<file path="src/rtl/decoder_nx2n_seq_pkg.sv">
// Shared constants for the sequential N-to-2^N decoder: mode encodings and FSM state codes.
package decoder_nx2n_seq_pkg;

    // Output mode encodings on the mode input; 2'b11 is reserved and behaves as LEVEL.
    localparam logic [1:0] MODE_LEVEL = 2'b00;
    localparam logic [1:0] MODE_PULSE = 2'b01;
    localparam logic [1:0] MODE_SCAN  = 2'b10;

    // FSM state codes.
    localparam logic [1:0] ST_IDLE  = 2'b00;
    localparam logic [1:0] ST_HOLD  = 2'b01;
    localparam logic [1:0] ST_PULSE = 2'b10;
    localparam logic [1:0] ST_SCAN  = 2'b11;

endpackage

</file>
<file path="src/rtl/decoder_nx2n_seq_onehot.sv">
// Combinational N-to-2^N one-hot decode with enable; onehot[0] corresponds to sel == 0.
module decoder_nx2n_seq_onehot
    import decoder_nx2n_seq_pkg::*;
#(
    parameter int N = 2
) (
    input  logic [N-1:0]   sel,
    input  logic           en,
    output logic [0:2**N-1] onehot
);

    // One comparator per output bit; at most one can match, so the result is never multi-hot.
    for (genvar gi = 0; gi < 2**N; gi++) begin : g_bit
        assign onehot[gi] = en && (sel == N'(gi));
    end

endmodule

</file>
<file path="src/rtl/decoder_nx2n_seq.sv">
// Registered N-to-2^N one-hot decoder with valid/ready input, LEVEL / PULSE / SCAN output modes,
// synchronous abort and optional active-low output polarity.
module decoder_nx2n_seq
    import decoder_nx2n_seq_pkg::*;
#(
    parameter int N            = 2,
    parameter int PULSE_CYCLES = 1,
    parameter bit ACTIVE_LOW   = 1'b0
) (
    input  logic            clk,
    input  logic            rst,
    input  logic [N-1:0]    sel,
    input  logic            en,
    input  logic [1:0]      mode,
    input  logic            in_valid,
    output logic            in_ready,
    input  logic            clear,
    output logic [0:2**N-1] z,
    output logic            busy,
    output logic            done
);

    localparam int CW = $clog2(PULSE_CYCLES + 1);

    logic [1:0]       state_reg, state_next;
    logic [N-1:0]     idx_reg, idx_next;
    logic [CW-1:0]    cnt_reg, cnt_next;
    logic             act_reg, act_next;
    logic             done_reg, done_next;
    logic [0:2**N-1]  z_reg, z_next;
    logic             accept;

    assign in_ready = (state_reg == ST_IDLE) || (state_reg == ST_HOLD);
    assign busy     = (state_reg == ST_PULSE) || (state_reg == ST_SCAN);
    assign accept   = in_valid && in_ready;

    // Next-state logic: clear forces idle ahead of any accept; busy states run to completion.
    always_comb begin
        state_next = state_reg;
        idx_next   = idx_reg;
        cnt_next   = cnt_reg;
        act_next   = act_reg;
        done_next  = 1'b0;
        if (clear) begin
            state_next = ST_IDLE;
            idx_next   = '0;
            cnt_next   = '0;
            act_next   = 1'b0;
        end else begin
            case (state_reg)
                ST_PULSE: begin
                    if (cnt_reg == '0) begin
                        act_next   = 1'b0;
                        done_next  = 1'b1;
                        state_next = ST_IDLE;
                    end else begin
                        cnt_next = cnt_reg - CW'(1);
                    end
                end
                ST_SCAN: begin
                    // Walk upward to the top output only; no wrap back to 0.
                    if (idx_reg == '1) begin
                        act_next   = 1'b0;
                        done_next  = 1'b1;
                        state_next = ST_IDLE;
                    end else begin
                        idx_next = idx_reg + N'(1);
                    end
                end
                default: begin
                    if (accept) begin
                        idx_next = sel;
                        if (!en) begin
                            act_next   = 1'b0;
                            state_next = ST_IDLE;
                        end else begin
                            act_next = 1'b1;
                            case (mode)
                                MODE_PULSE: begin
                                    cnt_next   = CW'(PULSE_CYCLES - 1);
                                    state_next = ST_PULSE;
                                end
                                MODE_SCAN: begin
                                    state_next = ST_SCAN;
                                end
                                default: begin
                                    done_next  = 1'b1;
                                    state_next = ST_HOLD;
                                end
                            endcase
                        end
                    end
                end
            endcase
        end
    end

    // Decode the upcoming index so the output register changes in the same cycle as the state.
    decoder_nx2n_seq_onehot #(
        .N (N)
    ) u_onehot (
        .sel    (idx_next),
        .en     (act_next),
        .onehot (z_next)
    );

    // State, index, counter and output registers; rst overrides clear and accept.
    always_ff @(posedge clk) begin
        if (rst) begin
            state_reg <= ST_IDLE;
            idx_reg   <= '0;
            cnt_reg   <= '0;
            act_reg   <= 1'b0;
            done_reg  <= 1'b0;
            z_reg     <= '0;
        end else begin
            state_reg <= state_next;
            idx_reg   <= idx_next;
            cnt_reg   <= cnt_next;
            act_reg   <= act_next;
            done_reg  <= done_next;
            z_reg     <= z_next;
        end
    end

    assign z    = ACTIVE_LOW ? ~z_reg : z_reg;
    assign done = done_reg;

endmodule

</file>
<file path="config.mk">
export PLATFORM = sky130hd
export DESIGN_NAME = decoder_nx2n_seq
export DESIGN_NICKNAME = d
export VERILOG_FILES = /design/src/rtl/decoder_nx2n_seq_pkg.sv /design/src/rtl/decoder_nx2n_seq_onehot.sv /design/src/rtl/decoder_nx2n_seq.sv
export SDC_FILE = /design/constraint.sdc
export NUM_CORES = 1
export LEC_CHECK = 0
export BUFFER_PORTS_ARGS = -buffer_cell sky130_fd_sc_hd__buf_2
export CAP_MARGIN = 20
export CORE_AREA = 2 2 39 41
export DETAILED_ROUTE_END_ITERATION = 16
export DIE_AREA = 0 0 41 43
export PLACE_DENSITY = 0.61
export REMOVE_ABC_BUFFERS = 1
export SYNTH_ARGS = -nofsm -noshare
export SYNTH_HDL_FRONTEND = slang
export SYNTH_HIERARCHICAL = 1
export SYNTH_SLANG_ARGS = --single-unit
</file>
<file path="constraint.sdc">
create_clock -name clk -period 4.7 [get_ports clk]
set_clock_uncertainty 0.1 [all_clocks]
set_input_delay 0.235 -clock clk [delete_from_list [all_inputs] [get_ports clk]]
set_output_delay 0.235 -clock clk [all_outputs]
set_load 0.01 [all_outputs]
</file>
== Yosys cells after proc, flatten, opt, wreduce, memory -nomap -nowiden ==
Cells that the tools add are included.
Operators by class
  add/sub/neg operators: 2
  equal/unequal tests: 11
  multiplexer cells: 27
  bitwise logic cells: 1
  reductions and logical operators: 17
Operators with widths (count)
  $mux W1: 14
  $mux W2: 7
  $eq A2 B2 Y1 const B: 6
  $pmux W2 S2: 3
  $eq A2 B1 Y1 const B: 3
  $pmux W1 S2: 3
  $reduce_bool A2 Y1: 3
  $logic_and A1 B1 Y1: 5
  $logic_not A2 Y1: 2
  $reduce_and A4 Y1: 1
  $reduce_or A2 Y1: 2
  $reduce_and A3 Y1: 1
  $reduce_bool A3 Y1: 1
  $add A2 B1 Y2 const B: 1
  $logic_or A1 B1 Y1: 2
  $ne A2 B1 Y1 const B: 1
  $ne A2 B2 Y1 const B: 1
  $not A1 Y1: 1
  $sub A1 B1 Y1 const B: 1
Word-level totals
  flip-flop bits (word level): 11

== Logic depth before layout (Yosys ltp) ==
  depth in word-level cells: 8
  gate-level depth with buffers: 6
  gate-level depth less buffers: 5

== Hierarchy ==
The synthesis kept the hierarchy.
By module, submodules not included
  decoder_nx2n_seq: times used 1, cells each 49, area an instance 488.0 um2
  decoder_nx2n_seq_onehot: times used 1, cells each 4, area an instance 37.5 um2

== Worst setup path before layout ==
Ideal clock, no wire load.
  path kind: register -> register
  start point: register state_reg[1]
  end point: register z_reg (netlist bit z[1])
  library setup time: 0.132 ns
  data arrival time: 1.336 ns
  path slack: 3.132 ns
  stages on the path, launching flop included: 7
  path buffers: 1
  period minus slack after synthesis: 1.568 ns
  cell sequence: dfxtp_1 buf_4 inv_2 mux2_2 nor2_1 and3b_1 nor2b_1
On the way
  word-level cells in the longest chain between the ends: 8
  elaborated cells on any way between the ends: 14
  classes of those cells: eq/ne: 4; mux: 6; reduce/logical: 4
RTL lines
  start, declared: line decoder_nx2n_seq.sv:25  | logic [1:0] state_reg, state_next;
  start signal, assigned: line decoder_nx2n_seq.sv:117  | state_reg <= state_next;
  $eq A2 B1 Y1 or $logic_not A2 Y1 (tied branches): line decoder_nx2n_seq.sv:33  | assign in_ready = (state_reg == ST_IDLE) || (state_reg == ST_HOLD);
  $logic_or A1 B1 Y1 *: line decoder_nx2n_seq.sv:33
  named net in_ready: line decoder_nx2n_seq.sv:16  | output logic in_ready,
  $logic_and A1 B1 Y1 *: line decoder_nx2n_seq.sv:35  | assign accept = in_valid && in_ready;
  $mux W2 *: line decoder_nx2n_seq.sv:71  | if (accept) begin
  $pmux W2 S2 *: line decoder_nx2n_seq.sv:50  | case (state_reg)
  $mux W2 *: line decoder_nx2n_seq.sv:44  | if (clear) begin
  named net idx_next[1]: line decoder_nx2n_seq.sv:26  | logic [N-1:0] idx_reg, idx_next;
  $eq A2 B1 Y1 *: line decoder_nx2n_seq_onehot.sv:14  | assign onehot[gi] = en && (sel == N'(gi));
  $logic_and A1 B1 Y1 *: line decoder_nx2n_seq_onehot.sv:14
  named net z_next (one bit): line decoder_nx2n_seq.sv:30  | logic [0:2**N-1] z_reg, z_next;
  end signal, assigned: line decoder_nx2n_seq.sv:122  | z_reg <= z_next;
  end, declared: line decoder_nx2n_seq.sv:30
Mark *: on every way through the listed nets, which the timed path passes. The rest lies on a longest branch.
A chain may end at the register's enable or synchronous reset.

== Worst setup path after layout ==
  start point: register state_reg[1]
  end point: register z_reg (netlist bit z[1])
On the way
  word-level cells in the longest chain between the ends: 8
  elaborated cells on any way between the ends: 14
  classes of those cells: eq/ne: 4; mux: 6; reduce/logical: 4
RTL lines (line)
  $eq A2 B1 Y1 or $logic_not A2 Y1 (tied branches): decoder_nx2n_seq.sv:33
  $logic_or A1 B1 Y1: decoder_nx2n_seq.sv:33
  $logic_and A1 B1 Y1: decoder_nx2n_seq.sv:35
  $mux W2: decoder_nx2n_seq.sv:71
  $pmux W2 S2 *: decoder_nx2n_seq.sv:50
  $mux W2 *: decoder_nx2n_seq.sv:44
  named net idx_next[1]: decoder_nx2n_seq.sv:26
  $eq A2 B1 Y1 *: decoder_nx2n_seq_onehot.sv:14
  $logic_and A1 B1 Y1 *: decoder_nx2n_seq_onehot.sv:14
  named net z_next (one bit): decoder_nx2n_seq.sv:30
Marked as above.

==> flow_metrics.tcl <==
set metrics [dict create \
    grt_pass1_wl_mm 1.47 \
    start_util_pct 38.0 \
    syn-mean-instance-area_um2 9.92 \
    r2r_slack_ps 3070 \
    layout.nets 79 \
    use_met1_pct 15.8 \
    grt.busiest_layer "met2" \
    synthTopCellsByArea "dfxtp_1 38%, nor2b_1 4.8%, mux2_2 4.3%, mux2i_1 3.8%, nor3_2 3.8%" \
    grt_pass1_vias 355 \
    netlist_area_um2 526 \
    finalHoldViolations 0 \
    synth.distinct_cells 29 \
    syn_to_final_growth_pct 18.1 \
    synthArstFlopShare_pct 0 \
    die_w_um 41 \
    cts.sinks 10 \
    grt_setup_unrepaired "false" \
    worstHoldStart "clear" \
    maxCapViolCount 0 \
    min_period_over_period_pct 34.6 \
    num_vias 399 \
    grt_use_met2_pct 17.8 \
    yosysSeqAreaShare_pct 38.1 \
    grt_util_met3_pct 1.57 \
    routedWlPerCell_um 10.8 \
    fin_crit_ps 1630 \
    endpoint_kind "register" \
    clock_latency_ps 260 \
    core-area_mm2 0.00138 \
    cts_root_buffer "clkbuf_4" \
    antenna_cells 0 \
    hold_class "primary input to register" \
    htree_levels 1 \
    clk_pin_slew_ps 60 \
    crit_type "register to register" \
    max_freq_mhz 614 \
    setup_viol 0 \
    wl_um 898 \
    yosysTopAreaCellShare_pct 38.1 \
    grt_max_degree 11 \
    dpl-instance-area_um2 598 \
    drive_gt1_share_pct 41.8 \
    firstDrtPassIters 4 \
    internal_power_w 0.000126 \
    ant_nets 0 \
    syn_inst 53 \
    synth_edf_count 0 \
    grt.total_usage_pct 12.2 \
    min_to "state_reg[1]" \
    combPwrFrac_pct 12.8 \
    holdPathStages 2 \
    rows 14 \
    r2r_start "state_reg[1]" \
    vias_per_cell 4.81 \
    leakagePower_nw 0.281 \
    crit_arrival_ps 1670 \
    fin_util_pct 44.8 \
    total_power_w 0.000166 \
    power_frac_seq_pct 53.3 \
    crit_path_start_kind "register" \
    worstPathRequired_ps 4740 \
    synth_largest_area_cell "dfxtp_1" \
    slew_headroom_pct 80.3 \
    tritoncts "done" \
    top_level_ports 16 \
    synth-seq-cells 10 \
    largest_reg_flops 4 \
    port_buffers 15 \
    overflow 0 \
    cts_setup_buffers 0 \
    cts_hold_buf 0 \
    tns_ps 0 \
    post_cts_resized 0 \
    drt_iter0_drc 5 \
    ys.warnings.count 6 \
    die_y_um 43 \
    antenna_found_initial 0 \
    switching_share_pct 23.7 \
    vdd_drop_max_uv 105 \
    worstReg2RegEnd "z[1]" \
    pwr_density_cell_mw_per_mm2 267 \
    ff2ff_path_depth 5 \
    fillers 134 \
    yosysMostFrequentCell "dfxtp_1" \
    critPathMaxFanout 9 \
    holdWs_ps 162 \
    die_area_mm2 0.00176 \
    place.gp.congestion 0.715 \
    cts_buffers 3 \
    finalMaxSlewViolations 0 \
    fin_area_um2 621 \
    drc 0 \
    status "complete, no violations" \
    clockPowerShare_pct 33.9 \
    max-clock-path-buffers 2 \
    synthFlopType "dfxtp_1" \
    worst_pin_slew_ps 296 \
    p_sw_w 0.0000393 \
    netlist_top_cells_count "10 x dfxtp_1, 4 x nor2b_1, 3 x a21oi_1, 3 x inv_1" \
]
==> worst max-delay path, cell delays in order (launching register included) <==
cell and delay (ps):
dfxtp_1 490, inv_2 100, mux2_2 300, nor2_1 210, and3b_1 200, nor2b_1 110
==> metrics by stage <==
stage / instances / setup WS (ps)
after floorplan: 49 / 3120
after global placement: 80 / 3140
after detailed placement: 80 / 3090
after CTS: 83 / 3080
after global routing: 83 / 2980
final: 83 / 3070
==> cell usage in the layout (no fill, tap or decap) <==
master and instances:
and3_2 1, ha_1 1, mux2_2 2, and3b_1 2, a311oi_1 1, mux2i_1 2
nor2b_2 1, o2111ai_1 1, nor2_1 1, dfxtp_1 10, nor3b_2 1, a21oi_1 3
a21bo_4 1, a2111oi_2 1, inv_1 3, nand2_1 2, o22ai_1 1, nor3_2 2
nor3_1 1, nand3_1 1, buf_2 15, nand3b_1 2, inv_2 1, mux2_1 1
and4b_1 1, clkbuf_4 3, nor3b_1 1, and2_1 1, nor2b_1 4
==> routing by layer <==
metal  share of wire [%]  vias up
li1                    -      215
met1                  48      180
met2                  50        4
met3                 1.4        0
met4                   0        0
met5                   0        -
==> power groups by stage <==
stage	logic [W]	registers (W)	clock network, W
floorplan	0.0000115	0.0000905	0
global placement	0.0000212	0.0000903	0
detailed placement	0.0000212	0.0000903	0
CTS	0.0000213	0.0000884	0.0000588
global route	0.0000235	0.0000887	0.0000630
finish	0.0000212	0.0000884	0.0000562
==> cells by family after synthesis <==
family | count (synthesis) | share of synthesized area, %
AND/OR/NAND/NOR | 21 | 28.8
flip-flops | 10 | 38.1
AO/OA/AOI/OAI | 8 | 13.3
buffers and inverters | 8 | 7.14
multiplexers | 5 | 10.2
adder cells (fa/ha/maj) | 1 | 2.38
==> how the worst max path moves through the flow <==
stage          slack, ps    to    startpoint
6_report            3070  z[1]  state_reg[1]
5_1_grt             2980  z[1]  state_reg[1]
4_1_cts             3080  z[1]  state_reg[1]
3_5_place_dp        3090  z[1]  state_reg[1]
3_3_place_gp        3140  z[1]  state_reg[1]
2_1_floorplan       3120  z[1]  state_reg[1]
==> layout make-up <==
cell class	count	area (um2)	area share, %
clock buffers	3	22.5	3.63
repair buffers	15	75.1	12.1
multi-input cells	35	288	46.4
flip-flops and latches	10	200	32.3
inverters	4	15.0	2.42
well taps	16	20.0	3.23
Note: power is estimated with default switching activity, not from simulation.
